===== src/rtl/id_pipe.sv =====
// id_pipe: registered instruction-decode stage.
// Decodes a 16-bit instruction, muxes accumulator/constant operands with
// writeback forwarding, interlocks on outstanding accumulator writes and
// presents everything to EX through a single ID/EX register.
module id_pipe #(
  parameter int DATA_W = 8,   // accumulator width, 8 or more
  parameter int PC_W   = 10   // program-counter width, 10 or more
) (
  input  logic              clk,
  input  logic              reset,
  input  logic              in_valid,
  output logic              in_ready,
  input  logic [15:0]       instr,
  input  logic [PC_W-1:0]   new_pc,
  input  logic              stall,
  input  logic              flush,
  input  logic              wb_en,
  input  logic              wb_sel,
  input  logic [DATA_W-1:0] wb_data,
  output logic              out_valid,
  output logic [5:0]        out_op,
  output logic [DATA_W-1:0] out_a,
  output logic [DATA_W-1:0] out_b,
  output logic              out_dest,
  output logic              out_wr,
  output logic [9:0]        out_addr,
  output logic [PC_W-1:0]   out_target,
  output logic              out_branch,
  output logic              out_jump,
  output logic              illegal,
  output logic [DATA_W-1:0] acc_a,
  output logic [DATA_W-1:0] acc_b
);

  // Opcode map (instruction bits [15:10]); every other code is undefined.
  localparam logic [5:0] OP_LDA   = 6'h01;
  localparam logic [5:0] OP_LDB   = 6'h02;
  localparam logic [5:0] OP_STA   = 6'h03;
  localparam logic [5:0] OP_STB   = 6'h04;
  localparam logic [5:0] OP_LDCA  = 6'h05;
  localparam logic [5:0] OP_LDCB  = 6'h06;
  localparam logic [5:0] OP_ADDA  = 6'h08;
  localparam logic [5:0] OP_ADDB  = 6'h09;
  localparam logic [5:0] OP_SUBA  = 6'h0A;
  localparam logic [5:0] OP_SUBB  = 6'h0B;
  localparam logic [5:0] OP_ANDA  = 6'h0C;
  localparam logic [5:0] OP_ANDB  = 6'h0D;
  localparam logic [5:0] OP_ORA   = 6'h0E;
  localparam logic [5:0] OP_ORB   = 6'h0F;
  localparam logic [5:0] OP_ADDCA = 6'h10;
  localparam logic [5:0] OP_ADDCB = 6'h11;
  localparam logic [5:0] OP_SUBCA = 6'h12;
  localparam logic [5:0] OP_SUBCB = 6'h13;
  localparam logic [5:0] OP_ANDCA = 6'h14;
  localparam logic [5:0] OP_ANDCB = 6'h15;
  localparam logic [5:0] OP_ORCA  = 6'h16;
  localparam logic [5:0] OP_ORCB  = 6'h17;
  localparam logic [5:0] OP_ASLA  = 6'h18;
  localparam logic [5:0] OP_ASRA  = 6'h19;
  localparam logic [5:0] OP_BAEQ  = 6'h20;
  localparam logic [5:0] OP_BANE  = 6'h21;
  localparam logic [5:0] OP_BBEQ  = 6'h22;
  localparam logic [5:0] OP_BBNE  = 6'h23;
  localparam logic [5:0] OP_JMP   = 6'h28;

  // Operand-source selects.
  localparam logic [1:0] SA_ZERO  = 2'd0;
  localparam logic [1:0] SA_ACCA  = 2'd1;
  localparam logic [1:0] SA_ACCB  = 2'd2;
  localparam logic [1:0] SA_CONST = 2'd3;
  localparam logic [1:0] SB_ZERO  = 2'd0;
  localparam logic [1:0] SB_ACCB  = 2'd1;
  localparam logic [1:0] SB_CONST = 2'd2;

  logic [5:0]        op_s;
  logic [9:0]        info_s;
  logic [DATA_W-1:0] const_s;

  logic              legal_s;
  logic              rd_a_s;
  logic              rd_b_s;
  logic              ldc_a_s;
  logic              ldc_b_s;
  logic              wr_s;
  logic              dest_s;
  logic              branch_s;
  logic              jump_s;
  logic [1:0]        sel_a_s;
  logic [1:0]        sel_b_s;

  logic              hit_a_s;
  logic              hit_b_s;
  logic [DATA_W-1:0] fwd_a_s;
  logic [DATA_W-1:0] fwd_b_s;
  logic              hazard_s;
  logic              accept_s;
  logic              issue_s;

  logic [DATA_W-1:0] opa_s;
  logic [DATA_W-1:0] opb_s;
  logic [PC_W-1:0]   br_off_s;
  logic [PC_W-1:0]   target_s;

  logic [1:0]        pending_r;
  logic [1:0]        clear_s;
  logic [1:0]        set_s;

  assign op_s    = instr[15:10];
  assign info_s  = instr[9:0];
  assign const_s = DATA_W'(info_s[7:0]);

  // Decode the opcode into read/write/control flags and operand selects.
  always_comb begin
    legal_s  = 1'b1;
    rd_a_s   = 1'b0;
    rd_b_s   = 1'b0;
    ldc_a_s  = 1'b0;
    ldc_b_s  = 1'b0;
    wr_s     = 1'b0;
    dest_s   = 1'b0;
    branch_s = 1'b0;
    jump_s   = 1'b0;
    sel_a_s  = SA_ZERO;
    sel_b_s  = SB_ZERO;
    case (op_s)
      OP_LDA: begin
        wr_s = 1'b1;
      end
      OP_LDB: begin
        wr_s   = 1'b1;
        dest_s = 1'b1;
      end
      OP_STA: begin
        rd_a_s  = 1'b1;
        sel_a_s = SA_ACCA;
      end
      OP_STB: begin
        rd_b_s  = 1'b1;
        sel_b_s = SB_ACCB;
      end
      OP_LDCA: begin
        ldc_a_s = 1'b1;
      end
      OP_LDCB: begin
        ldc_b_s = 1'b1;
        dest_s  = 1'b1;
      end
      OP_ADDA, OP_SUBA, OP_ANDA, OP_ORA: begin
        rd_a_s  = 1'b1;
        rd_b_s  = 1'b1;
        sel_a_s = SA_ACCA;
        sel_b_s = SB_ACCB;
        wr_s    = 1'b1;
      end
      OP_ADDB, OP_SUBB, OP_ANDB, OP_ORB: begin
        rd_a_s  = 1'b1;
        rd_b_s  = 1'b1;
        sel_a_s = SA_ACCA;
        sel_b_s = SB_ACCB;
        wr_s    = 1'b1;
        dest_s  = 1'b1;
      end
      OP_ADDCA, OP_SUBCA, OP_ANDCA, OP_ORCA: begin
        rd_a_s  = 1'b1;
        sel_a_s = SA_ACCA;
        sel_b_s = SB_CONST;
        wr_s    = 1'b1;
      end
      OP_ADDCB, OP_SUBCB, OP_ANDCB, OP_ORCB: begin
        rd_b_s  = 1'b1;
        sel_a_s = SA_CONST;
        sel_b_s = SB_ACCB;
        wr_s    = 1'b1;
        dest_s  = 1'b1;
      end
      OP_ASLA, OP_ASRA: begin
        rd_a_s  = 1'b1;
        sel_a_s = SA_ACCA;
        wr_s    = 1'b1;
      end
      OP_BAEQ, OP_BANE: begin
        rd_a_s   = 1'b1;
        sel_a_s  = SA_ACCA;
        branch_s = 1'b1;
      end
      OP_BBEQ, OP_BBNE: begin
        rd_b_s   = 1'b1;
        sel_a_s  = SA_ACCB;
        branch_s = 1'b1;
      end
      OP_JMP: begin
        jump_s = 1'b1;
      end
      default: begin
        legal_s = 1'b0;
      end
    endcase
  end

  // Writeback forwarding and the load/ALU interlock; an LDC into a pending
  // accumulator also blocks so the late writeback cannot overwrite it.
  assign hit_a_s  = wb_en && (wb_sel == 1'b0);
  assign hit_b_s  = wb_en && (wb_sel == 1'b1);
  assign fwd_a_s  = hit_a_s ? wb_data : acc_a;
  assign fwd_b_s  = hit_b_s ? wb_data : acc_b;
  assign hazard_s = in_valid &&
                    (((rd_a_s || ldc_a_s) && pending_r[0] && !hit_a_s) ||
                     ((rd_b_s || ldc_b_s) && pending_r[1] && !hit_b_s));
  assign in_ready = !stall && !hazard_s;
  assign accept_s = in_valid && in_ready && !flush;
  assign issue_s  = accept_s && legal_s;

  // Operand muxes: accumulators (forwarded), the constant, or zero.
  always_comb begin
    opa_s = {DATA_W{1'b0}};
    opb_s = {DATA_W{1'b0}};
    case (sel_a_s)
      SA_ACCA:  opa_s = fwd_a_s;
      SA_ACCB:  opa_s = fwd_b_s;
      SA_CONST: opa_s = const_s;
      default:  opa_s = {DATA_W{1'b0}};
    endcase
    case (sel_b_s)
      SB_ACCB:  opb_s = fwd_b_s;
      SB_CONST: opb_s = const_s;
      default:  opb_s = {DATA_W{1'b0}};
    endcase
  end

  // Branch target wraps modulo 2^PC_W; jump target is the raw info field.
  always_comb begin
    br_off_s = {{(PC_W-6){info_s[5]}}, info_s[5:0]};
    target_s = branch_s ? (new_pc + br_off_s)
             : (jump_s ? PC_W'(info_s) : {PC_W{1'b0}});
  end

  // Pending-write bookkeeping: set on issue wins over a same-cycle clear.
  assign clear_s = {hit_b_s, hit_a_s};
  assign set_s   = (issue_s && wr_s) ? (dest_s ? 2'b10 : 2'b01) : 2'b00;

  // Pending-write bits; flush forgets every outstanding write.
  always_ff @(posedge clk or posedge reset) begin
    if (reset) begin
      pending_r <= 2'b00;
    end else if (flush) begin
      pending_r <= 2'b00;
    end else begin
      pending_r <= (pending_r & ~clear_s) | set_s;
    end
  end

  // Accumulators: writeback every cycle, an issued LDC overrides it.
  always_ff @(posedge clk or posedge reset) begin
    if (reset) begin
      acc_a <= {DATA_W{1'b0}};
      acc_b <= {DATA_W{1'b0}};
    end else begin
      acc_a <= (issue_s && ldc_a_s) ? const_s : (hit_a_s ? wb_data : acc_a);
      acc_b <= (issue_s && ldc_b_s) ? const_s : (hit_b_s ? wb_data : acc_b);
    end
  end

  // ID/EX register: flush kills, stall holds, issue loads, otherwise bubble.
  always_ff @(posedge clk or posedge reset) begin
    if (reset) begin
      out_valid  <= 1'b0;
      out_op     <= 6'h00;
      out_a      <= {DATA_W{1'b0}};
      out_b      <= {DATA_W{1'b0}};
      out_dest   <= 1'b0;
      out_wr     <= 1'b0;
      out_addr   <= 10'h000;
      out_target <= {PC_W{1'b0}};
      out_branch <= 1'b0;
      out_jump   <= 1'b0;
      illegal    <= 1'b0;
    end else if (flush) begin
      out_valid <= 1'b0;
      illegal   <= 1'b0;
    end else if (stall) begin
      illegal <= 1'b0;
    end else if (issue_s) begin
      out_valid  <= 1'b1;
      out_op     <= op_s;
      out_a      <= opa_s;
      out_b      <= opb_s;
      out_dest   <= dest_s;
      out_wr     <= wr_s;
      out_addr   <= info_s;
      out_target <= target_s;
      out_branch <= branch_s;
      out_jump   <= jump_s;
      illegal    <= 1'b0;
    end else begin
      out_valid <= 1'b0;
      illegal   <= accept_s && !legal_s;
    end
  end

endmodule


===== config.mk =====
export PLATFORM = sky130hd
export DESIGN_NAME = id_pipe
export DESIGN_NICKNAME = d
export VERILOG_FILES = /design/src/rtl/id_pipe.sv
export SDC_FILE = /design/constraint.sdc
export NUM_CORES = 1
export LEC_CHECK = 0
export CAP_MARGIN = 20
export CORE_UTILIZATION = 44
export CTS_CLUSTER_DIAMETER = 30
export CTS_CLUSTER_SIZE = 30
export DETAILED_ROUTE_END_ITERATION = 6
export GPL_ROUTABILITY_DRIVEN = 0
export PLACE_DENSITY = 0.77
export SLEW_MARGIN = 20
export SYNTH_ARGS = -nofsm -noshare
export SYNTH_HDL_FRONTEND = slang
export SYNTH_SLANG_ARGS = --single-unit
export TNS_END_PERCENT = 50

===== constraint.sdc =====
create_clock -name clk -period 2.5 [get_ports clk]
set_clock_uncertainty 0.2 [all_clocks]
set_input_delay 0.75 -clock clk [delete_from_list [all_inputs] [get_ports clk]]
set_output_delay 0.75 -clock clk [all_outputs]
set_load 0.01 [all_outputs]

## Word-level counts from Yosys, hierarchy flattened

Cells that the tools add are included.

| storage, ports and cells | value |
|---|---|
| input bits | 41 |
| output and inout port bits | 65 |
| register bits | 66 |
| logic and storage cells | 119 |

| cells by class | value |
|---|---|
| $add $sub $neg | 1 |
| bitwise operators | 6 |
| muxes and demuxes | 28 |
| reductions and logical operators | 35 |
| eq/ne operators | 35 |

Operator list:

| cell | count |
|---|---|
| $eq A6 B5 Y1 const B | 10 |
| $eq A6 B4 Y1 const B | 8 |
| $mux W8 | 4 |
| $eq A6 B6 Y1 const B | 5 |
| $reduce_or A29 Y1 | 1 |
| $pmux W8 S3 | 1 |
| $mux W10 | 2 |
| $reduce_or A20 Y1 | 1 |
| $eq A6 B3 Y1 const B | 3 |
| $reduce_or A17 Y1 | 1 |
| $pmux W8 S2 | 1 |
| $logic_and A1 B1 Y1 | 15 |
| $mux W1 | 15 |
| $reduce_or A15 Y1 | 1 |
| $reduce_or A13 Y1 | 1 |
| $eq A6 B2 Y1 const B | 2 |
| $reduce_or A4 Y1 | 3 |
| $add A10 B10 Y10 | 1 |
| $reduce_or A10 Y1 | 1 |
| $eq A2 B2 Y1 const B | 3 |
| $eq A6 B1 Y1 const B | 1 |
| $logic_not A1 Y1 | 6 |
| $mux W2 | 3 |
| $pmux W2 S3 | 1 |
| other kinds (10) | 15 |

## Logic depth before layout (Yosys ltp)

| depth | value |
|---|---|
| depth after elaboration | 17 |
| mapped depth | 11 |

## Worst setup path after synthesis

OpenSTA, ideal clock, no wires.

| timing path | value |
|---|---|
| path kind | input to output |
| start point | input instr[14] |
| end point | output in_ready |
| arrival | 1,737 ps |
| cell stages on the path | 6 |
| data required time | 1,550 ps |
| path slack | -187 ps |
| path through | buf_2 -> buf_2 -> a21oi_1 -> o31ai_1 -> nand2_1 -> a21oi_1 |

| on the way | value |
|---|---|
| cells in the longest elaborated chain, start to end | 10 |
| elaborated cells on any way between the ends | 42 |

RTL lines:

| what | RTL line | source |
|---|---|---|
| from (decl) | 13 | `input logic [15:0] instr,` |
| $eq A6 B5 Y1, or another cell as far along | 125 | `case (op_s)` |
| $reduce_or A17 Y1 (no line) or $reduce_or A15 Y1 (tied branches) | n/a |  |
| $mux W1 | 125 |  |
| $logic_or A1 B1 Y1 (on tied branches) | 207, 208 |  |
| $logic_and A1 B1 Y1 (on tied branches) (2 in a row) | 207, 208 |  |
| $logic_or A1 B1 Y1 (*) | 207 | `(((rd_a_s \|\| ldc_a_s) && pending_r[0] && !hit_a_s) \|\|` |
| $logic_and A1 B1 Y1 (*) | 206 | `assign hazard_s = in_valid &&` |
| $logic_not A1 Y1 (*) | 209 | `assign in_ready = !stall && !hazard_s;` |
| $logic_and A1 B1 Y1 (*) | 209 |  |
| to (decl) | 12 | `output logic in_ready,` |

Mark *: on every way between the ends. The rest lies on a longest branch, timed or not.

## Final worst setup path

| timing path | value |
|---|---|
| start point | input instr[12] |
| end point | output in_ready |

Same word-level chain as after synthesis.

==> impl_metrics.json <==
{
  "status": "finished, violations left",
  "violations": "setup timing",
  "syn_nets": 411,
  "switching_share": 0.300,
  "area_delta_synth_final_pct": 68.2,
  "pwr-share-clk": 0.257,
  "min_period_ns": 2.90,
  "ys_warn_count": 0,
  "final_net_count": 601,
  "rsz0062_at_grt": "yes",
  "synth_area_per_cell_sq_um": 10.6,
  "initial_core_util": 0.458,
  "post-place-cells": 602,
  "vias": 3850,
  "die_area_sq_um": 9010,
  "p_seq_frac": 0.377,
  "vias_per_cell": 5.85,
  "cp-end-kind": "output pin",
  "drv_cap": 0,
  "fp-row-count": 33,
  "yosysTopAreaCell": "dfrtp_1",
  "antenna_found_initial": 0,
  "critPathRequiredTime_ns": 1.55,
  "switching_power_mw": 1.11,
  "synthCells": 358,
  "die_h_um": 94.9,
  "power_density_nw_per_um2": 579,
  "synthesis.area_sq_um": 3800,
  "drive_above_1_share": 0.385,
  "synth.most_common_cell": "dfrtp_1",
  "finalNonFillerCells": 658,
  "grt_pass1_vias": 3794,
  "ctsHoldBuffers": 0,
  "drt_iter0_markers": 318,
  "startpoint_type": "primary input",
  "coreArea_sq_um": 8300,
  "htreeDepth": 3,
  "die_w_um": 94.9,
  "synthArstFlopShare": 1.00,
  "cts_tree": "built",
  "routed_wl_mm": 13.6,
  "clk_latency_ns": 0.36,
  "io_buffers": 105,
  "synth_common_cells": "dfrtp_1 (66), mux2_2 (42), nor2_1 (35), a21oi_1 (25), a22oi_1 (14)",
  "yosys-top-cells-area": "dfrtp_1 (43%), mux2_2 (12%), ha_1 (3.6%)",
  "layout_setup_ws_ns": -0.403,
  "grt_util_all_layers": 0.285,
  "wire_per_inst_um": 20.7,
  "placed_area_sq_um": 5360,
  "fin_crit_sh": 1.16,
  "synth_top_area_share": 0.435,
  "max-vdd-ir-drop_mv": 0.336,
  "grt_start_max_net_pins": 23,
  "p_comb_frac": 0.366,
  "cts_buffer_depth": 2,
  "min_path_type": "flop to flop",
  "diodes": 0,
  "cp_slowest_cell": "o31a_1",
  "overflow": 0,
  "cp_max_fo": 4,
  "clock.fmax_mhz": 345,
  "slew_headroom": 0.677,
  "ioPinCount": 106,
  "ant_nets": 0,
  "drc": 0,
  "nFillCells": 509,
  "synth_edf_count": 0,
  "synth-seq-cells": 66,
  "ys_seq_area_frac": 0.435,
  "finalHoldViolations": 0,
  "setup_viol": 57,
  "cts_root_buffer": "clkbuf_8",
  "grt_first_pass_wirelength_mm": 19.2,
  "arrival_ns": 1.95,
  "path_cells": "buf_8, buf_6, nor2b_4, o2111ai_2, o31a_1, nand2_1, a21oi_2, buf_2",
  "leakagePower_nw": 2.86,
  "synthFlopType": "dfrtp_1",
  "netlist-cell-type-count": 54,
  "cts.sinks": 66,
  "fin_area_sq_um": 6390,
  "first_pass_iters": 5,
  "place_hpwl_mm": 8.02,
  "critPathKind": "primary input to output pin",
  "finalPower_mw": 3.70,
  "final_max_slew_viol_count": 0,
  "cts_inserted_buffers": 9,
  "path_clk_slew_ns": 0.07,
  "internal_power_mw": 2.59,
  "max_stage_delay_ns": 0.24,
  "tightestPinTransition_ns": 0.484
}
-- cell usage in the layout (no fill, tap or decap), drive strengths merged, types with 3 or more instances in the layout --
master	instances
inv	9
mux2	42
nand3	3
buf	105
nor3	4
clkdlybuf4s50	86
dfrtp	66
clkinvlp	3
o211ai	12
nand2b	8
xnor2	5
o21ai	6
o21a	13
mux2i	9
nand2	13
a22oi	14
nor2b	6
clkbuf	13
nor2	35
and3	5
xor2	3
a21oi	25
dlymetal6s2s	8
dlygate4sd2	4
a32oi	9
ha	11
-- flip-flops by register name, summed over array words and instances (netlist names), 2 cells and up --
| name | flops |
|---|---|
| out_a | 8 |
| acc_b | 8 |
| out_addr | 10 |
| out_b | 8 |
| pending_r | 2 |
| acc_a | 8 |
| out_target | 10 |
| out_op | 6 |
-- worst max-delay path: cells and delay by family --
| family | cells | cell delay, ns |
|---|---|---|
| AO/OA/AOI/OAI | 3 | 0.60 |
| buffers and inverters | 3 | 0.39 |
| AND/OR/NAND/NOR | 2 | 0.22 |
-- final timing paths --
check                        startpoint         to  slack, ns  cells after the start
setup / recovery              instr[12]   in_ready      -0.40                      8
hold / removal                 out_a[5]   out_a[5]       0.30                      1
setup reg to reg           pending_r[1]  out_op[2]       0.24                      8
hold reg to reg                out_a[5]   out_a[5]       0.30                      1
max in group asynchronous         reset   out_b[0]       1.07                      3
min in group asynchronous         reset  out_valid       0.54                      2
-- metrics by stage --
step / util / setup WS, ns / TNS (ns) / hold slack, ns
floorplan: - / -0.0848 / -1.28 / 0.306
global placement: 0.646 / -1.08 / -47.08 / 0.276
detailed placement: 0.646 / -1.14 / -50.27 / 0.282
CTS: 0.719 / -0.325 / -8.83 / 0.297
global route: 0.770 / -0.437 / -12.43 / 0.319
finish: 0.770 / -0.403 / -6.91 / 0.299
-- per-layer routing --
metal	up-vias	global-route usage	part of all wire
met5	-	0	0
met4	0	0.163	0.045
met3	51	0.0580	0.077
met2	222	0.460	0.47
met1	1879	0.355	0.40
li1	1698	-	-
-- power groups by stage --
stage | sequential (mW) | combinational (mW) | clock, mW
after global routing | 1.41 | 1.44 | 1.01
after floorplan | 1.48 | 0.425 | 0
final | 1.39 | 1.35 | 0.952
after CTS | 1.38 | 1.23 | 0.943
after detailed placement | 1.40 | 1.16 | 0
after global placement | 1.39 | 1.13 | 0
-- cells by family after synthesis --
logic type / after synthesis / synth area share
AOI/OAI and AO/OA: 99 / 0.183
xor gates and xnor gates: 8 / 0.0184
adders and majority gates: 12 / 0.0415
buffers and inverters: 37 / 0.0560
DFF: 66 / 0.435
muxes: 51 / 0.148
and+or+nand+nor: 85 / 0.118
-- cell type report --
cell class	instances	area, sq um	share of cell area
tap	105	131	0.0206
inverter	10	41.3	0.00646
multi-input combinational	256	2340	0.366
timing repair buffer	205	2020	0.317
clock buffer	12	155	0.0243
clock inverter	4	50.0	0.00783
sequential	66	1650	0.259
-- repair_timing --
item,in CTS,in global routing
cloned,4,2
gates resized for setup,63,83
pin swaps,15,28
buffers inserted,22,18
endpoints found under the setup margin,66,59
Note: power is estimated with default switching activity, not from simulation.
